--- config.mk ---
export PLATFORM = sky130hd
export DESIGN_NAME = spi_rx_fifo_writer_flat
export DESIGN_NICKNAME = d
export VERILOG_FILES = /design/src/rtl/spi_rx_pkg.sv /design/src/rtl/spi_rx_fifo_writer_if.sv /design/src/rtl/spi_in_sync.sv /design/src/rtl/spi_rx_fifo_writer.sv /design/src/flat_wrapper.sv
export SDC_FILE = /design/constraint.sdc
export NUM_CORES = 1
export LEC_CHECK = 0
export BUFFER_PORTS_ARGS = -buffer_cell sky130_fd_sc_hd__clkbuf_2
export CAP_MARGIN = 20
export CORE_MARGIN = 2
export CORE_UTILIZATION = 54
export CTS_CLUSTER_DIAMETER = 80
export DETAILED_ROUTE_END_ITERATION = 8
export GPL_ROUTABILITY_DRIVEN = 0
export PLACE_DENSITY = 0.77
export SKIP_CTS_REPAIR_TIMING = 1
export SYNTH_ARGS = -nofsm -noshare
export SYNTH_HDL_FRONTEND = slang
export SYNTH_SLANG_ARGS = --single-unit
export TNS_END_PERCENT = 30
--- constraint.sdc ---
create_clock -name wrclk -period 1.8 [get_ports wrclk]
set_clock_uncertainty 0.1 [all_clocks]
set_input_delay 0.09 -clock wrclk [delete_from_list [all_inputs] [get_ports wrclk]]
set_output_delay 0.09 -clock wrclk [all_outputs]
set_load 0.05 [all_outputs]
--- src/rtl/spi_rx_pkg.sv ---
// Shared types and constants for the SPI receive -> FIFO write path.
package spi_rx_pkg;

  // Receiver FSM: waiting for chip select, or shifting a frame.
  typedef enum logic {
    IDLE  = 1'b0,
    SHIFT = 1'b1
  } state_e;

  // Width of the dropped-word counter.
  localparam int DROP_CNT_W = 8;

  // Increment that sticks at all-ones instead of wrapping.
  function automatic logic [DROP_CNT_W-1:0] sat_inc(input logic [DROP_CNT_W-1:0] v);
    return (&v) ? v : v + 1'b1;
  endfunction

endpackage

--- src/rtl/spi_rx_fifo_writer_if.sv ---
// FIFO write-side bundle: strobe and data towards the FIFO, full flag back.
interface spi_rx_fifo_writer_if #(
  parameter int WIDTH = 20
);
  logic             wrreq;
  logic [WIDTH-1:0] data;
  logic             wrfull;

  modport master (output wrreq, output data, input wrfull);
  modport slave  (input wrreq, input data, output wrfull);
endinterface

--- src/rtl/spi_in_sync.sv ---
// Single-bit multi-flop synchronizer with a selectable reset value, so each
// SPI pin can come out of reset at its idle level.
module spi_in_sync #(
  parameter int   STAGES  = 2,
  parameter logic RST_VAL = 1'b0
) (
  input  logic wrclk,
  input  logic aclr,
  input  logic d,
  output logic q
);

  logic [STAGES-1:0] sync_q;
  logic [STAGES-1:0] sync_d;

  // Shift the raw pin into the bottom of the chain.
  always_comb begin
    sync_d = {sync_q[STAGES-2:0], d};
  end

  // Chain flops; reset puts every stage at the pin's idle level.
  always_ff @(posedge wrclk or posedge aclr) begin
    if (aclr) sync_q <= {STAGES{RST_VAL}};
    else      sync_q <= sync_d;
  end

  assign q = sync_q[STAGES-1];

endmodule

--- src/rtl/spi_rx_fifo_writer.sv ---
// SPI (mode 0) slave receiver that packs WIDTH-bit words and writes them into
// a FIFO. A single pending buffer absorbs one word while the FIFO is full;
// further words are dropped and flagged.
// Optional feature: define SPI_RX_DROP_CNT_EN to build the saturating
// dropped-word counter; otherwise drop_cnt reads as zero.
module spi_rx_fifo_writer
  import spi_rx_pkg::*;
#(
  parameter int WIDTH       = 20,
  parameter int SYNC_STAGES = 2
) (
  input  logic                  wrclk,
  input  logic                  aclr,
  input  logic                  sclk,
  input  logic                  cs_n,
  input  logic                  mosi,
  input  logic                  clr_ovf,
  spi_rx_fifo_writer_if.master  fifo,
  output logic                  busy,
  output logic                  overflow,
  output logic                  frame_err,
  output logic [DROP_CNT_W-1:0] drop_cnt
);

  localparam int               CNT_W    = $clog2(WIDTH + 1);
  localparam logic [CNT_W-1:0] LAST_BIT = CNT_W'(WIDTH - 1);

  logic sclk_s, cs_n_s, mosi_s;

  spi_in_sync #(.STAGES(SYNC_STAGES), .RST_VAL(1'b0)) u_sync_sclk (
    .wrclk(wrclk), .aclr(aclr), .d(sclk), .q(sclk_s));
  spi_in_sync #(.STAGES(SYNC_STAGES), .RST_VAL(1'b1)) u_sync_cs_n (
    .wrclk(wrclk), .aclr(aclr), .d(cs_n), .q(cs_n_s));
  spi_in_sync #(.STAGES(SYNC_STAGES), .RST_VAL(1'b0)) u_sync_mosi (
    .wrclk(wrclk), .aclr(aclr), .d(mosi), .q(mosi_s));

  state_e           state_q, state_d;
  logic             sclk_prev_q, sclk_prev_d;
  logic [CNT_W-1:0] cnt_q, cnt_d;
  logic [WIDTH-1:0] shift_q, shift_d;
  logic [WIDTH-1:0] pend_q, pend_d;
  logic             pend_vld_q, pend_vld_d;
  logic             wr_last_q, wr_last_d;
  logic             overflow_q, overflow_d;
  logic             frame_err_q, frame_err_d;
  logic             busy_q, busy_d;

  logic             rise;
  logic             word_done;
  logic [WIDTH-1:0] word;
  logic             push;
  logic             drop;

  // Next-state logic: edge detect, bit shifting, word hand-off and overflow.
  always_comb begin
    state_d     = state_q;
    cnt_d       = cnt_q;
    shift_d     = shift_q;
    pend_d      = pend_q;
    frame_err_d = 1'b0;
    word_done   = 1'b0;
    word        = shift_q;
    drop        = 1'b0;

    sclk_prev_d = sclk_s;
    rise        = sclk_s & ~sclk_prev_q;

    case (state_q)
      IDLE: begin
        // sclk activity outside a frame is ignored.
        if (!cs_n_s) state_d = SHIFT;
      end
      SHIFT: begin
        if (cs_n_s) begin
          // End of frame: any partial word is thrown away.
          state_d     = IDLE;
          frame_err_d = (cnt_q != '0);
          cnt_d       = '0;
          shift_d     = '0;
        end else if (rise) begin
          shift_d = {shift_q[WIDTH-2:0], mosi_s};
          if (cnt_q == LAST_BIT) begin
            cnt_d     = '0;
            word_done = 1'b1;
            word      = shift_d;
          end else begin
            cnt_d = cnt_q + 1'b1;
          end
        end
      end
      default: state_d = IDLE;
    endcase

    busy_d = (state_d == SHIFT);

    // The pending word is offered whenever the FIFO has room; a one-cycle
    // holdoff after each write keeps strobes from landing back to back.
    push       = pend_vld_q & ~fifo.wrfull & ~wr_last_q;
    wr_last_d  = push;
    pend_vld_d = pend_vld_q & ~push;

    // A word finishing in the same cycle the buffer drains takes its place.
    if (word_done) begin
      if (pend_vld_d) begin
        drop = 1'b1;
      end else begin
        pend_d     = word;
        pend_vld_d = 1'b1;
      end
    end

    // A drop wins over a simultaneous clear.
    overflow_d = drop | (overflow_q & ~clr_ovf);
  end

  // State and output registers.
  always_ff @(posedge wrclk or posedge aclr) begin
    if (aclr) begin
      state_q     <= IDLE;
      sclk_prev_q <= 1'b0;
      cnt_q       <= '0;
      shift_q     <= '0;
      pend_q      <= '0;
      pend_vld_q  <= 1'b0;
      wr_last_q   <= 1'b0;
      overflow_q  <= 1'b0;
      frame_err_q <= 1'b0;
      busy_q      <= 1'b0;
    end else begin
      state_q     <= state_d;
      sclk_prev_q <= sclk_prev_d;
      cnt_q       <= cnt_d;
      shift_q     <= shift_d;
      pend_q      <= pend_d;
      pend_vld_q  <= pend_vld_d;
      wr_last_q   <= wr_last_d;
      overflow_q  <= overflow_d;
      frame_err_q <= frame_err_d;
      busy_q      <= busy_d;
    end
  end

`ifdef SPI_RX_DROP_CNT_EN
  logic [DROP_CNT_W-1:0] drop_cnt_q, drop_cnt_d;

  // Count dropped words, holding at the maximum.
  always_comb begin
    drop_cnt_d = drop ? sat_inc(drop_cnt_q) : drop_cnt_q;
  end

  // Dropped-word counter register.
  always_ff @(posedge wrclk or posedge aclr) begin
    if (aclr) drop_cnt_q <= '0;
    else      drop_cnt_q <= drop_cnt_d;
  end

  assign drop_cnt = drop_cnt_q;
`else
  assign drop_cnt = '0;
`endif

  assign fifo.wrreq = push;
  assign fifo.data  = pend_q;
  assign busy       = busy_q;
  assign overflow   = overflow_q;
  assign frame_err  = frame_err_q;

endmodule
--- src/flat_wrapper.sv ---
// flat-port wrapper written by rule: the top's interface ports become plain ports
module spi_rx_fifo_writer_flat import spi_rx_pkg::*;
#(
  parameter int WIDTH       = 20,
  parameter int SYNC_STAGES = 2
)
  (wrclk, aclr, sclk, cs_n, mosi, clr_ovf, busy, overflow, frame_err, drop_cnt, fifo_wrreq, fifo_data, fifo_wrfull);
  spi_rx_fifo_writer_if #(.WIDTH(WIDTH)) fifo_i ();
  input  logic wrclk;
  input  logic aclr;
  input  logic sclk;
  input  logic cs_n;
  input  logic mosi;
  input  logic clr_ovf;
  output logic busy;
  output logic overflow;
  output logic frame_err;
  output logic [DROP_CNT_W-1:0] drop_cnt;
  output wire logic [$bits(fifo_i.wrreq)-1:0] fifo_wrreq;
  output wire logic [$bits(fifo_i.data)-1:0] fifo_data;
  input wire logic [$bits(fifo_i.wrfull)-1:0] fifo_wrfull;
  assign fifo_wrreq = fifo_i.wrreq;
  assign fifo_data = fifo_i.data;
  assign fifo_i.wrfull = fifo_wrfull;
  spi_rx_fifo_writer #(.WIDTH(WIDTH), .SYNC_STAGES(SYNC_STAGES)) u_core (.wrclk(wrclk), .aclr(aclr), .sclk(sclk), .cs_n(cs_n), .mosi(mosi), .clr_ovf(clr_ovf), .fifo(fifo_i), .busy(busy), .overflow(overflow), .frame_err(frame_err), .drop_cnt(drop_cnt));
endmodule
==> results.py <==
metrics = {
    "status": {
        "outcome": "finished, final reports clean",
    },
    "grt": {
        "gr-total-overflow": 0,
        "grt_max_degree": 33,
        "grt_use_total": 0.184,
        "grt_pass1_vias": 1310,
        "antenna_found_initial": 0,
        "grt_pass1_wl_mm": 6.22,
    },
    "setup_path": {
        "endpoint_kind": "register",
        "path_max_fanout": 8,
        "start_kind": "register",
        "reg2reg_from": "u_core.cnt_q[0]$_DFFE_PP0P_",
        "worstPathArrival_ns": 1.82,
        "crit_path_start": "u_core.cnt_q[0]$_DFFE_PP0P_",
        "required_ns": 1.89,
        "path_class": "register to register",
    },
    "sta": {
        "final-hold-violation-count": 0,
        "max_freq_ghz": 0.580,
        "tightest_slew_ns": 0.524,
        "rsz0062_at_grt": "false",
        "min_period_ns": 1.73,
        "finalSetupTns_ns": 0,
        "finalMaxSlewViolations": 0,
        "timing.final.crit_share": 0.958,
        "hold_ws_ns": 0.252,
        "setup_violations": 0,
        "maxSlewHeadroom": 0.650,
    },
    "finish": {
        "area_delta_synth_final_pct": 16.9,
        "fin_area_um2": 2630,
        "num_antenna_cells": 0,
        "fin_nets": 203,
        "drive_above_1_share": 0.387,
        "mostFrequentLayoutCell": "dfrtp_1",
        "final_cell_mix": "dfrtp_1 (53), clkbuf_2 (30), mux2_4 (20), a22o_1 (20), conb_1 (8)",
    },
    "drt": {
        "drtAntennaViolNets": 0,
        "wl_per_cell_um": 15.8,
        "vias": 1310,
        "drtPass1Iterations": 4,
        "via_per_inst": 5.37,
        "wl_mm": 3.85,
        "drt_iter0_drc": 58,
        "drc": 0,
    },
    "synth": {
        "ys_seq_elements": 56,
        "synthAdderAreaFrac": 0.0111,
        "syn-cell-area_um2": 2250,
        "synth-compound-area-share": 0.116,
        "synthDistinctLibCells": 35,
        "yosysSeqAreaShare": 0.623,
        "synth_xor_area_frac": 0.00389,
        "yosys.area_share.simple": 0.0511,
        "syn_inst": 151,
        "synth_mux_area_frac": 0.133,
        "avgSynthCellArea_um2": 14.9,
        "ys.warnings.count": 0,
        "synth_top_family_by_area": "multiplexers",
    },
    "die": {
        "start_util": 0.563,
        "die-area_um2": 4710,
        "die_y_um": 68.6,
        "ioPinCount": 39,
        "coreArea_um2": 4000,
        "placementRows": 23,
        "die_x_um": 68.6,
    },
    "clocking": {
        "cts_num_sinks": 56,
        "cts.clk_slew.worst_paths_ns": 0.09,
        "htree_levels": 2,
        "cts_tree": "yes",
        "cts_root_buffer": "clkbuf_8",
        "cts_max_path_buffers": 2,
        "cts_buffers": 5,
        "clk_latency_ns": 0.31,
    },
    "placement": {
        "place_area_um2": 2480,
        "io_buffers": 30,
        "hpwlAfterDp_mm": 2.74,
    },
    "pwr": {
        "powerDensity_nw_per_um2": 799,
        "vdd_drop_max_v": 0.000633,
        "power_leakage_nw": 1.40,
    },
    "worst_hold_path": {
        "min_path_type": "input port to asynchronous set/reset pin",
    },
    "flow_run": {
        "cap_violations": 0,
    },
}
[cells in the mapped netlist]
cell	count	share of area
nor2_1	1	0.0017
nor3_1	1	0.0022
xnor2_1	1	0.0039
a31oi_1	1	0.0028
nor2b_1	1	0.0028
clkbuf_1	2	0.0033
nand2b_1	2	0.0056
o21ai_1	1	0.0022
a211o_1	1	0.0039
o22ai_1	1	0.0028
nor4bb_1	1	0.0044
dfrtp_1	54	0.60
mux2_4	20	0.13
and4bb_2	1	0.0056
or3b_2	1	0.0039
nand2_1	4	0.0067
or2_2	1	0.0028
o21ai_0	3	0.0067
o211ai_1	1	0.0033
a32o_1	1	0.0044
buf_2	3	0.0067
o21a_1	1	0.0033
dfstp_2	2	0.023
ha_1	2	0.011
inv_1	6	0.010
nor3b_1	1	0.0033
and4bb_1	1	0.0056
o2111a_1	1	0.0050
nand3_2	1	0.0044
a311oi_1	1	0.0039
nand3_1	1	0.0022
conb_1	1	0.0017
buf_6	2	0.010
buf_4	9	0.030
a22o_1	20	0.078
[layer usage]
layer	wire length [um]	vias up	global-route usage	part of all wire
met5	0	-	0	0
met4	65	0	0.0850	0.017
met2	1970	38	0.278	0.51
met1	1630	661	0.238	0.42
li1	-	603	-	-
met3	189	8	0.0666	0.049
[through the flow]
stage / util / total power [W] / std cells / setup slack, ns
after floorplan: - / 0.00142 / 158 / 0.120
after global placement: 0.620 / 0.00143 / 231 / 0.131
after detailed placement: 0.620 / 0.00144 / 231 / 0.0392
after CTS: 0.642 / 0.00211 / 238 / 0.0201
after global routing: 0.658 / 0.00219 / 244 / 0.0133
final: 0.658 / 0.00210 / 244 / 0.0749
[layout make-up]
type / count / area, um2
Sequential cell: 56 / 1410
Fill cell: 296 / 1370
Multi-Input combinational cell: 80 / 746
Timing Repair Buffer: 45 / 307
Clock buffer: 6 / 82.6
Tap cell: 50 / 62.6
Inverter: 6 / 22.5
Clock inverter: 1 / 8.76
[state kept, by name, indices dropped and copies added, names as in the netlist, 2 cells and up]
name	flops
u_core.cnt_q	5
u_core.u_sync_mosi.sync_q	2
u_core.fifo.data	20
u_core.shift_q	19
u_core.u_sync_sclk.sync_q	2
u_core.u_sync_cs_n.sync_q	2
[critical path: stages (launching register included)]
cell      delay [ns]
dfrtp_1         0.42
ha_1            0.24
and4bb_2        0.27
nand3_2         0.12
buf_6           0.17
mux2_4          0.31
[final timing paths]
path                       slack [ns]                                endpoint  cells past startpoint
max                              0.07        u_core.fifo.data[18]$_DFFE_PP0P_                      5
min                              0.25           u_core.shift_q[0]$_DFFE_PP0P_                      3
max reg2reg                      0.07        u_core.fifo.data[18]$_DFFE_PP0P_                      5
min reg2reg                      0.26  u_core.u_sync_mosi.sync_q[1]$_DFF_PP0_                      0
max in group asynchronous        0.82        u_core.fifo.data[12]$_DFFE_PP0P_                      4
min in group wrclk               0.26  u_core.u_sync_mosi.sync_q[1]$_DFF_PP0_                      0
[logic make-up after synthesis]
kind of cell	after synthesis
buf+inv	22
flops	56
fa+ha+maj	2
xor+xnor	1
other cells	1
mux	20
simple gates	17
compound gates	32
[where the power goes]
group / switching, W / internal [W] / leakage [nW] / total (W)
logic: 0.0000993 / 0.0000363 / 0.595 / 0.000136
clock network: 0.000375 / 0.000307 / 0.0473 / 0.000683
registers: 0.0000105 / 0.00127 / 0.759 / 0.00128
No activity file was read; power rests on OpenSTA's default activity.
